<file path="config.mk">
export PLATFORM = sky130hd
export DESIGN_NAME = rele_sched_ctrl_flat
export DESIGN_NICKNAME = d
export VERILOG_FILES = /design/src/rtl/rele_pkg.sv /design/src/rtl/rele_sched_ctrl_if.sv /design/src/rtl/hold_timer.sv /design/src/rtl/rele_sched_ctrl.sv /design/src/flat_wrapper.sv
export SDC_FILE = /design/constraint.sdc
export NUM_CORES = 1
export LEC_CHECK = 0
export ABC_AREA = 1
export CAP_MARGIN = 20
export CORE_ASPECT_RATIO = 2
export CORE_UTILIZATION = 58
export DETAILED_ROUTE_END_ITERATION = 6
export PLACE_DENSITY_LB_ADDON = 0.12
export SETUP_SLACK_MARGIN = 0.3
export SLEW_MARGIN = 20
export SYNTH_ARGS = -nofsm -noshare
export SYNTH_HDL_FRONTEND = slang
export SYNTH_SLANG_ARGS = --single-unit
</file>
<file path="constraint.sdc">
create_clock -name clk -period 2.97 [get_ports clk]
set_clock_uncertainty 0.15 [all_clocks]
set_input_delay 0.594 -clock clk [delete_from_list [all_inputs] [get_ports clk]]
set_output_delay 0.594 -clock clk [all_outputs]
set_load 0.03 [all_outputs]
</file>
<file path="src/rtl/rele_pkg.sv">
// Shared definitions for the thermostat relay scheduler: FSM state encoding
// and the temperature scale used by temp/setpoint.
package rele_pkg;

  typedef enum logic [1:0] {
    OFF_WAIT  = 2'd0,
    OFF_READY = 2'd1,
    ON_WAIT   = 2'd2,
    ON_READY  = 2'd3
  } state_e;

  // One temperature LSB in milli-degrees Celsius (0.5 degC).
  localparam int TEMP_LSB_MDEGC = 500;

endpackage

</file>
<file path="src/rtl/rele_sched_ctrl_if.sv">
// Sensor/setpoint inputs and relay-control outputs of the scheduler.
interface rele_sched_ctrl_if #(
  parameter int TW = 8
);
  logic [TW-1:0] temp;
  logic          temp_valid;
  logic [TW-1:0] setpoint;
  logic          inhibit;
  logic          rele_en;
  logic          rele_clr;
  logic          heat_on;
  logic          sensor_fault;
  logic [1:0]    state;

  modport master (
    output temp, temp_valid, setpoint, inhibit,
    input  rele_en, rele_clr, heat_on, sensor_fault, state
  );

  modport slave (
    input  temp, temp_valid, setpoint, inhibit,
    output rele_en, rele_clr, heat_on, sensor_fault, state
  );
endinterface

</file>
<file path="src/rtl/hold_timer.sv">
// Up-counter with synchronous clear that saturates at a runtime limit;
// last flags the cycle whose increment reaches the limit.
module hold_timer #(
  parameter int CW = 16
) (
  input  logic          clk,
  input  logic          rst,
  input  logic          clr,
  input  logic [CW-1:0] limit,
  output logic          last
);

  logic [CW-1:0] count;
  logic [CW:0]   count_inc;

  assign count_inc = {1'b0, count} + 1'b1;
  assign last      = (count_inc == {1'b0, limit});

  always_ff @(posedge clk) begin
    if (rst || clr) begin
      count <= '0;
    end else if (count != limit) begin
      count <= count_inc[CW-1:0];
    end
  end

endmodule

</file>
<file path="src/rtl/rele_sched_ctrl.sv">
// Thermostat scheduler: hysteresis demand, min on/off hold and sensor
// watchdog, issuing one-cycle en/clr pulses to the relay FSM.
//
// state     | meaning
// OFF_WAIT  | relay off, minimum-off hold running, demand ignored
// OFF_READY | relay off, waiting for heat demand without inhibit/fault
// ON_WAIT   | relay on, minimum-on hold running, only kill turns it off
// ON_READY  | relay on, waiting for upper threshold or kill
module rele_sched_ctrl
  import rele_pkg::*;
#(
  parameter int TW      = 8,
  parameter int HYST    = 2,
  parameter int CW      = 16,
  parameter int MIN_ON  = 1000,
  parameter int MIN_OFF = 1000,
  parameter int TIMEOUT = 50000
) (
  input logic               clk,
  input logic               rst,
  rele_sched_ctrl_if.slave  bus
);

  localparam int TWX = TW + 1;
  localparam logic [TW:0]   HYST_X    = TWX'(HYST);
  localparam logic [CW-1:0] MIN_ON_C  = CW'(MIN_ON);
  localparam logic [CW-1:0] MIN_OFF_C = CW'(MIN_OFF);
  localparam logic [CW-1:0] TIMEOUT_C = CW'(TIMEOUT);

  state_e        state_q;
  logic          en_q, clr_q, heat_q, fault_q;
  logic [TW:0]   temp_x, sp_x;
  logic          dem_on, dem_off, kill;
  logic          go_on, go_off;
  logic          hold_last, wd_last;
  logic [CW-1:0] hold_limit;

  // Widened by one bit so temp+HYST and setpoint+HYST cannot wrap.
  assign temp_x  = {1'b0, bus.temp};
  assign sp_x    = {1'b0, bus.setpoint};
  assign dem_on  = bus.temp_valid && ((temp_x + HYST_X) < sp_x);
  assign dem_off = bus.temp_valid && (temp_x >= (sp_x + HYST_X));
  assign kill    = bus.inhibit || fault_q;

  assign go_on  = (state_q == OFF_READY) && dem_on && !kill;
  assign go_off = ((state_q == ON_WAIT) && kill) ||
                  ((state_q == ON_READY) && (dem_off || kill));

  assign hold_limit = state_q[1] ? MIN_ON_C : MIN_OFF_C;

  hold_timer #(.CW(CW)) u_hold (
    .clk   (clk),
    .rst   (rst),
    .clr   (go_on || go_off),
    .limit (hold_limit),
    .last  (hold_last)
  );

  hold_timer #(.CW(CW)) u_wdog (
    .clk   (clk),
    .rst   (rst),
    .clr   (bus.temp_valid),
    .limit (TIMEOUT_C),
    .last  (wd_last)
  );

  always_ff @(posedge clk) begin
    if (rst) begin
      state_q <= OFF_WAIT;
      en_q    <= 1'b0;
      clr_q   <= 1'b0;
      heat_q  <= 1'b0;
    end else begin
      en_q  <= go_on;
      clr_q <= go_off;
      if (go_on) begin
        heat_q <= 1'b1;
      end else if (go_off) begin
        heat_q <= 1'b0;
      end
      case (state_q)
        OFF_WAIT:  if (hold_last) state_q <= OFF_READY;
        OFF_READY: if (go_on) state_q <= ON_WAIT;
        ON_WAIT: begin
          if (go_off) begin
            state_q <= OFF_WAIT;
          end else if (hold_last) begin
            state_q <= ON_READY;
          end
        end
        ON_READY:  if (go_off) state_q <= OFF_WAIT;
        default:   state_q <= OFF_WAIT;
      endcase
    end
  end

  // A sample on the cycle the watchdog would expire takes priority.
  always_ff @(posedge clk) begin
    if (rst) begin
      fault_q <= 1'b0;
    end else if (bus.temp_valid) begin
      fault_q <= 1'b0;
    end else if (wd_last) begin
      fault_q <= 1'b1;
    end
  end

  assign bus.state        = state_q;
  assign bus.rele_en      = en_q;
  assign bus.rele_clr     = clr_q;
  assign bus.heat_on      = heat_q;
  assign bus.sensor_fault = fault_q;

endmodule

</file>
<file path="src/flat_wrapper.sv">
// flat-port wrapper written by rule: the top's interface ports become plain ports
module rele_sched_ctrl_flat import rele_pkg::*;
#(
  parameter int TW      = 8,
  parameter int HYST    = 2,
  parameter int CW      = 16,
  parameter int MIN_ON  = 1000,
  parameter int MIN_OFF = 1000,
  parameter int TIMEOUT = 50000
)
  (clk, rst, bus_temp, bus_temp_valid, bus_setpoint, bus_inhibit, bus_rele_en, bus_rele_clr, bus_heat_on, bus_sensor_fault, bus_state);
  rele_sched_ctrl_if #(.TW(TW)) bus_i ();
  input logic clk;
  input logic rst;
  input wire logic [$bits(bus_i.temp)-1:0] bus_temp;
  input wire logic [$bits(bus_i.temp_valid)-1:0] bus_temp_valid;
  input wire logic [$bits(bus_i.setpoint)-1:0] bus_setpoint;
  input wire logic [$bits(bus_i.inhibit)-1:0] bus_inhibit;
  output wire logic [$bits(bus_i.rele_en)-1:0] bus_rele_en;
  output wire logic [$bits(bus_i.rele_clr)-1:0] bus_rele_clr;
  output wire logic [$bits(bus_i.heat_on)-1:0] bus_heat_on;
  output wire logic [$bits(bus_i.sensor_fault)-1:0] bus_sensor_fault;
  output wire logic [$bits(bus_i.state)-1:0] bus_state;
  assign bus_i.temp = bus_temp;
  assign bus_i.temp_valid = bus_temp_valid;
  assign bus_i.setpoint = bus_setpoint;
  assign bus_i.inhibit = bus_inhibit;
  assign bus_rele_en = bus_i.rele_en;
  assign bus_rele_clr = bus_i.rele_clr;
  assign bus_heat_on = bus_i.heat_on;
  assign bus_sensor_fault = bus_i.sensor_fault;
  assign bus_state = bus_i.state;
  rele_sched_ctrl #(.TW(TW), .HYST(HYST), .CW(CW), .MIN_ON(MIN_ON), .MIN_OFF(MIN_OFF), .TIMEOUT(TIMEOUT)) u_core (.clk(clk), .rst(rst), .bus(bus_i));
endmodule
</file>
# ---- Word level (Yosys, flattened, before mapping)
# Cells that the tools add are included.
dict set report totals {
  input_bits 20
  regBits 38
  word_cells 49
  output_inout_bits 6
}
dict set report classes {
  muxes 8
  addsub 4
  n_lt_le_gt_ge 2
  reduce_logical 17
  n_eq_ne 11
}
# cell count
set ops {}
lappend ops {{16-bit by 1-bit adder with 17-bit output (second input constant)} 2}
lappend ops {{8-bit by 2-bit adder with 9-bit output (second input constant)} 2}
lappend ops {{17-bit by 10-bit == test with 1-bit output (second input constant)} 1}
lappend ops {{17-bit by 16-bit == test with 1-bit output (second input constant)} 1}
lappend ops {{16-bit by 10-bit != test with 1-bit output (second input constant)} 1}
lappend ops {{16-bit != test (second input constant)} 1}
lappend ops {{2-bit 2-to-1 mux} 5}
lappend ops {{8-bit by 9-bit greater-or-equal comparator with 1-bit output} 1}
lappend ops {{9-bit by 8-bit < comparator with 1-bit output} 1}
lappend ops {{2-bit one-hot mux with 4 select lines} 1}
lappend ops {{1-bit logical AND} 6}
lappend ops {{1-bit logical OR} 6}
lappend ops {{2-bit by 1-bit != test with 1-bit output (second input constant)} 3}
lappend ops {{2-bit == test (second input constant)} 2}
lappend ops {{4-bit AND reduction} 1}
lappend ops {{3-bit by 1-bit != test with 1-bit output (second input constant)} 1}
lappend ops {{2-bit by 1-bit == test with 1-bit output (second input constant)} 1}
lappend ops {{2-bit zero test} 1}
lappend ops {{1-bit 2-to-1 mux} 2}
lappend ops {{2-bit nonzero test} 1}
lappend ops {{2-bit OR reduction} 1}
lappend ops {{1-bit zero test} 1}

# ---- Logic depth before layout (Yosys ltp)
dict set report logic_depth {
  word_depth 8
  mapped_depth 18
}

# ---- Hierarchy
# From an unflattened synthesis, not the netlist that was laid out.
dict set report unflattened {
  hier_cells 651
  area_unflattened_um2 3941.3
}
# mod n_inst area_per_inst_um2 cells_per_inst
set by_module_without_submodules {}
lappend by_module_without_submodules {hold_timer 2 1537.7 260}
lappend by_module_without_submodules {rele_sched_ctrl 1 865.8 131}

# ---- Worst setup path before layout
# OpenSTA, ideal clock, no wires.
dict set report synth_timing {
  path_type {in2reg}
  startpoint {in bus_setpoint[1]}
  endpoint {reg u_core.u_hold.count[14]}
  path_slack_ns 0.540
  stages 15
  arrival_ns 2.214
  t_required_ns 2.754
  setup_time_ns 0.066
  path_cell_list {inv_1 -> nor3_2 -> nand3_1 -> xor2_1 -> ha_1 -> a21oi_1 -> nand2_1 -> nand2_1 -> nand2_1 -> nand2_1 -> nand2_1 -> inv_2 -> nand3_4 -> buf_6 -> a21oi_2}
}
dict set report synth_between {
  elab_chain_len 8
}
# item line_no
set synth_rtl {}
lappend synth_rtl {{from (decl)} flat_wrapper.sv:17} ;# input wire logic [$bits(bus_i.setpoint)-1:0] bus_setpoint;
lappend synth_rtl {{8-bit by 2-bit adder with 9-bit output} rele_sched_ctrl.sv:42} ;# assign dem_off = bus.temp_valid && (temp_x >= (sp_x + HYST_X));
lappend synth_rtl {{8-bit by 9-bit greater-or-equal comparator with 1-bit output} rele_sched_ctrl.sv:42}
lappend synth_rtl {{1-bit logical AND} rele_sched_ctrl.sv:42}
lappend synth_rtl {{1-bit logical OR} rele_sched_ctrl.sv:47} ;# ((state_q == ON_READY) && (dem_off || kill));
lappend synth_rtl {{1-bit logical AND} rele_sched_ctrl.sv:47}
lappend synth_rtl {{1-bit logical OR} rele_sched_ctrl.sv:46} ;# assign go_off = ((state_q == ON_WAIT) && kill) ||
lappend synth_rtl {{1-bit logical OR *} rele_sched_ctrl.sv:54} ;# .clr (go_on || go_off),
lappend synth_rtl {{1-bit logical OR *} hold_timer.sv:20} ;# if (rst || clr) begin
lappend synth_rtl {{to (signal assigned)} hold_timer.sv:23} ;# count <= count_inc[CW-1:0];
lappend synth_rtl {{to (decl)} hold_timer.sv:13} ;# logic [CW-1:0] count;
# Mark *: on every way between the ends. The rest lies on a longest branch, timed or not.
# A chain may end at the register's enable or synchronous reset.

# ---- Worst setup path in the final report
dict set report layout_timing {
  startpoint {in bus_setpoint[1]}
  endpoint {reg u_core.heat_q (netlist: u_core.bus.heat_on)}
}
dict set report layout_between {
  elab_chain_len 7
}
# item line_no
set layout_rtl {}
lappend layout_rtl {{8-bit by 2-bit adder with 9-bit output} rele_sched_ctrl.sv:42}
lappend layout_rtl {{8-bit by 9-bit greater-or-equal comparator with 1-bit output} rele_sched_ctrl.sv:42}
lappend layout_rtl {{1-bit logical AND} rele_sched_ctrl.sv:42}
lappend layout_rtl {{1-bit logical OR} rele_sched_ctrl.sv:47}
lappend layout_rtl {{1-bit logical AND} rele_sched_ctrl.sv:47}
lappend layout_rtl {{1-bit logical OR} rele_sched_ctrl.sv:46}
lappend layout_rtl {{2-bit nonzero test (no line)} n/a}
lappend layout_rtl {{to (signal assigned)} rele_sched_ctrl.sv:72} ;# heat_q <= 1'b0;
lappend layout_rtl {{to (signal assigned)} rele_sched_ctrl.sv:77} ;# heat_q <= 1'b1;
lappend layout_rtl {{to (signal assigned)} rele_sched_ctrl.sv:79} ;# heat_q <= 1'b0;
lappend layout_rtl {{to (decl)} rele_sched_ctrl.sv:31} ;# logic en_q, clr_q, heat_q, fault_q;
# Parallel ways exist; a longest one is shown, timed or not.

==> results.json <==
{
  "drcViolationCount": 0,
  "cts_sinks": 38,
  "yosys_warnings": 0,
  "crit_family": "buffers and inverters",
  "antennaDiodeCount": 0,
  "h-tree-depth": 2,
  "dieArea_um2": 5016,
  "hpwl_mm": 5.085,
  "path_class": "in2reg",
  "hold_viol": 0,
  "relSlewSlack_pct": 57.81,
  "initial_utilization_pct": 60.11,
  "gp_congestion": 0.9035,
  "grt_pass1_wl_mm": 11.86,
  "antenna_found_initial": 0,
  "status": "finished clean",
  "fin_nets": 500,
  "seq_area_frac_synth_pct": 27.79,
  "drt_iter0_drc": 78,
  "hold_depth": 2,
  "timing.rr.end": "u_core.bus.state[0]",
  "wl_mm": 7.021,
  "grt_pass1_vias": 2905,
  "cp_slowest_stage_delay_ns": 0.27,
  "crit_path_start_kind": "primary input",
  "min-delay-start": "u_core.bus.heat_on",
  "fp.dieW_um": 50.58,
  "grt_max_degree": 15,
  "syn_area_um2": 2738,
  "worst_pin_slew_ns": 0.6270,
  "dr_total_vias": 2855,
  "postRouteAntennaNets": 0,
  "syn_avg_cell_area_um2": 6.661,
  "final_util_pct": 75.71,
  "via_per_inst": 5.554,
  "required_ns": 3.00,
  "dr.pass1.iters": 5,
  "arrival_ns": 2.56,
  "clk_pin_slew_ns": 0.08,
  "max_freq_mhz": 394.7,
  "row_count": 35,
  "worstPathMaxFanout": 4,
  "grt_usage_pct": 30.80,
  "holdCritPathClass": "reg2reg",
  "postSynthCellCount": 411,
  "clk_path_buf_depth": 2,
  "timing.rr.start": "u_core.u_hold.count[1]",
  "max-vdd-ir-drop_mv": 0.3375,
  "drv_cap": 0,
  "finalCritPeriodShare_pct": 85.32,
  "endpoint_kind": "register",
  "crit_top_cell": "nand2_1",
  "powerDensity_nw_per_um2": 420.3,
  "synth_fp_nets": 453,
  "grt-ovfl-total": 0,
  "die_y_um": 99.16,
  "p_leak_nw": 1.570,
  "io_buffers": 25,
  "post-route-min-period_ns": 2.534,
  "setup_viol": 0,
  "insertion_delay_ns": 0.30,
  "area_growth_pct": 25.96,
  "drive_gt1_share_pct": 15.25,
  "whs_ns": 0.3362,
  "drv_slew": 0,
  "ys_types": 30,
  "cp_slowest_cell": "ha_4",
  "cts_tree": "built",
  "crit_chain": "dlygate4sd2_1 > buf_4 > ha_4 > inv_1 > ha_4 > nand2_1 > nand3b_1 > nand3_1 > nand2_1 > nand2_1 > nand2_1 > nand2_1 > nand2_2 > nand2_2 > clkinv_4 > buf_6 > nand3_1 > a21oi_1",
  "post_drt_wl_per_cell_um": 13.66,
  "r2r_setup_slack_ns": 0.67,
  "cts-hold-fix-buffers": 0,
  "crit_buf_inv": 5,
  "hold_end": "u_core.bus.heat_on",
  "ioPinCount": 26,
  "p_total_mw": 1.449,
  "core_area_um2": 4554,
  "ctsRootBufferMaster": "clkbuf_8",
  "rsz0062_at_grt": "false",
  "numCtsBuffers": 5,
  "r2r_cells": 15,
  "ys_ff_latch": 38
}
## cells by family after synthesis
logic type               count (synthesis)  synth area share, %
buffers and inverters                   75                10.69
XOR/XNOR                                22                7.039
adder cells (fa/ha/maj)                 22                10.05
AO/OA/AOI/OAI                           29                5.622
flip-flops                              38                27.79
AND/OR/NAND/NOR                        225                38.80
## placed cells by master, fill, tap and decap left out, drive strengths merged
| cell type | synthesis | final |
|---|---|---|
| a21oi | 19 | 19 |
| a31oi | 1 | 1 |
| buf | 2 | 16 |
| bufinv | 0 | 2 |
| clkbuf | 1 | 6 |
| clkdlybuf4s15 | 0 | 1 |
| clkdlybuf4s50 | 0 | 17 |
| clkinv | 0 | 2 |
| dfxtp | 38 | 38 |
| dlygate4sd2 | 0 | 3 |
| dlymetal6s2s | 0 | 3 |
| ha | 22 | 22 |
| inv | 72 | 71 |
| nand2 | 90 | 90 |
| nand3 | 35 | 37 |
| nand3b | 6 | 6 |
| nand4 | 14 | 14 |
| nor2 | 65 | 65 |
| nor3 | 10 | 10 |
| nor4 | 3 | 3 |
| o21ai | 9 | 9 |
| or2 | 2 | 2 |
| xnor2 | 3 | 3 |
| xor2 | 19 | 19 |
## layout make-up
type / count / area (um2)
multi-input cells: 300 / 1821
clock inverters: 3 / 68.82
well taps: 55 / 68.82
inverters: 72 / 275.3
fillers: 363 / 1106
clock buffers: 5 / 68.82
flip-flops and latches: 38 / 760.7
repair buffers: 41 / 385.4
## report_power, final
part	internal, mW	switching (mW)
logic	0.150	0.202
registers	0.533	0.0319
clock network	0.337	0.196
total	1.02	0.430
## worst reg2reg max path, cell delays in order, from the launching register on
cell,delay [ns]
dfxtp_1,0.41
ha_1,0.28
nand3_2,0.13
nor2_4,0.20
nand2_1,0.08
nand2_1,0.06
nand2_1,0.07
nor2_1,0.15
nand2_1,0.09
nor2_1,0.10
nand2_1,0.08
nand2_1,0.08
nand2_1,0.06
nor2_2,0.13
nor2_1,0.06
nor2_2,0.09
## layer usage
metal | wire length (um) | track usage, % | share of wire (%) | up-vias
li1 | - | - | - | 1408
met1 | 2348 | 26.19 | 33 | 1303
met2 | 3983 | 60.31 | 57 | 98
met3 | 227 | 4.893 | 3.2 | 46
met4 | 461 | 21.79 | 6.6 | 0
met5 | 0 | 0 | 0 | -
## synthesized netlist by cell type, drive strengths merged
| master | count | area [um2] |
|---|---|---|
| nand2 | 90 | 345.3 |
| inv | 72 | 270.3 |
| nor2 | 65 | 279.0 |
| dfxtp | 38 | 760.7 |
| nand3 | 35 | 202.7 |
| ha | 22 | 275.3 |
| a21oi | 19 | 98.85 |
| xor2 | 19 | 166.4 |
| nand4 | 14 | 87.58 |
| nor3 | 10 | 71.32 |
| o21ai | 9 | 48.79 |
| nand3b | 6 | 45.04 |
| nor4 | 3 | 18.77 |
| xnor2 | 3 | 26.28 |
| buf | 2 | 18.77 |
| or2 | 2 | 12.51 |
| a31oi | 1 | 6.260 |
| clkbuf | 1 | 3.750 |
## repair_timing
action,4_1_cts,5_1_grt
pin swaps,9,11
buffers inserted,1,1
resized for setup,21,17
gates cloned,2,0
endpoints found under the setup margin,20,20
## stage by stage
step | std cells | instance area (um2) | worst slack (ns) | TNS [ns]
after global placement | 502 | 3139 | -0.1084 | -1.230
after floorplan | 411 | 2738 | 0.5403 | 0
final | 514 | 3448 | 0.4361 | 0
after CTS | 513 | 3388 | 0.3046 | 0
after detailed placement | 502 | 3139 | -0.1988 | -2.744
after global routing | 514 | 3448 | 0.3007 | 0
## worst max path at each step
stage	from	end	slack, ns	depth (start not counted)
2_1_floorplan	bus_setpoint[1]	u_core.u_hold.count[14]	0.54	15
6_report	bus_setpoint[1]	u_core.bus.heat_on	0.44	18
5_1_grt	bus_temp[1]	u_core.bus.state[0]	0.30	17
4_1_cts	bus_temp[3]	u_core.bus.state[0]	0.30	17
3_3_place_gp	bus_temp[2]	u_core.bus.state[0]	-0.11	17
3_5_place_dp	bus_temp[2]	u_core.bus.state[0]	-0.20	17
## flip-flops by register name, summed over array words and instances (netlist names)
name / cells
u_core.bus.heat_on: 1
u_core.u_wdog.count: 16
u_core.bus.state: 2
u_core.u_hold.count: 16
u_core.bus.sensor_fault: 1
u_core.bus.rele_clr: 1
u_core.bus.rele_en: 1
No activity file was read; power rests on OpenSTA's default activity.
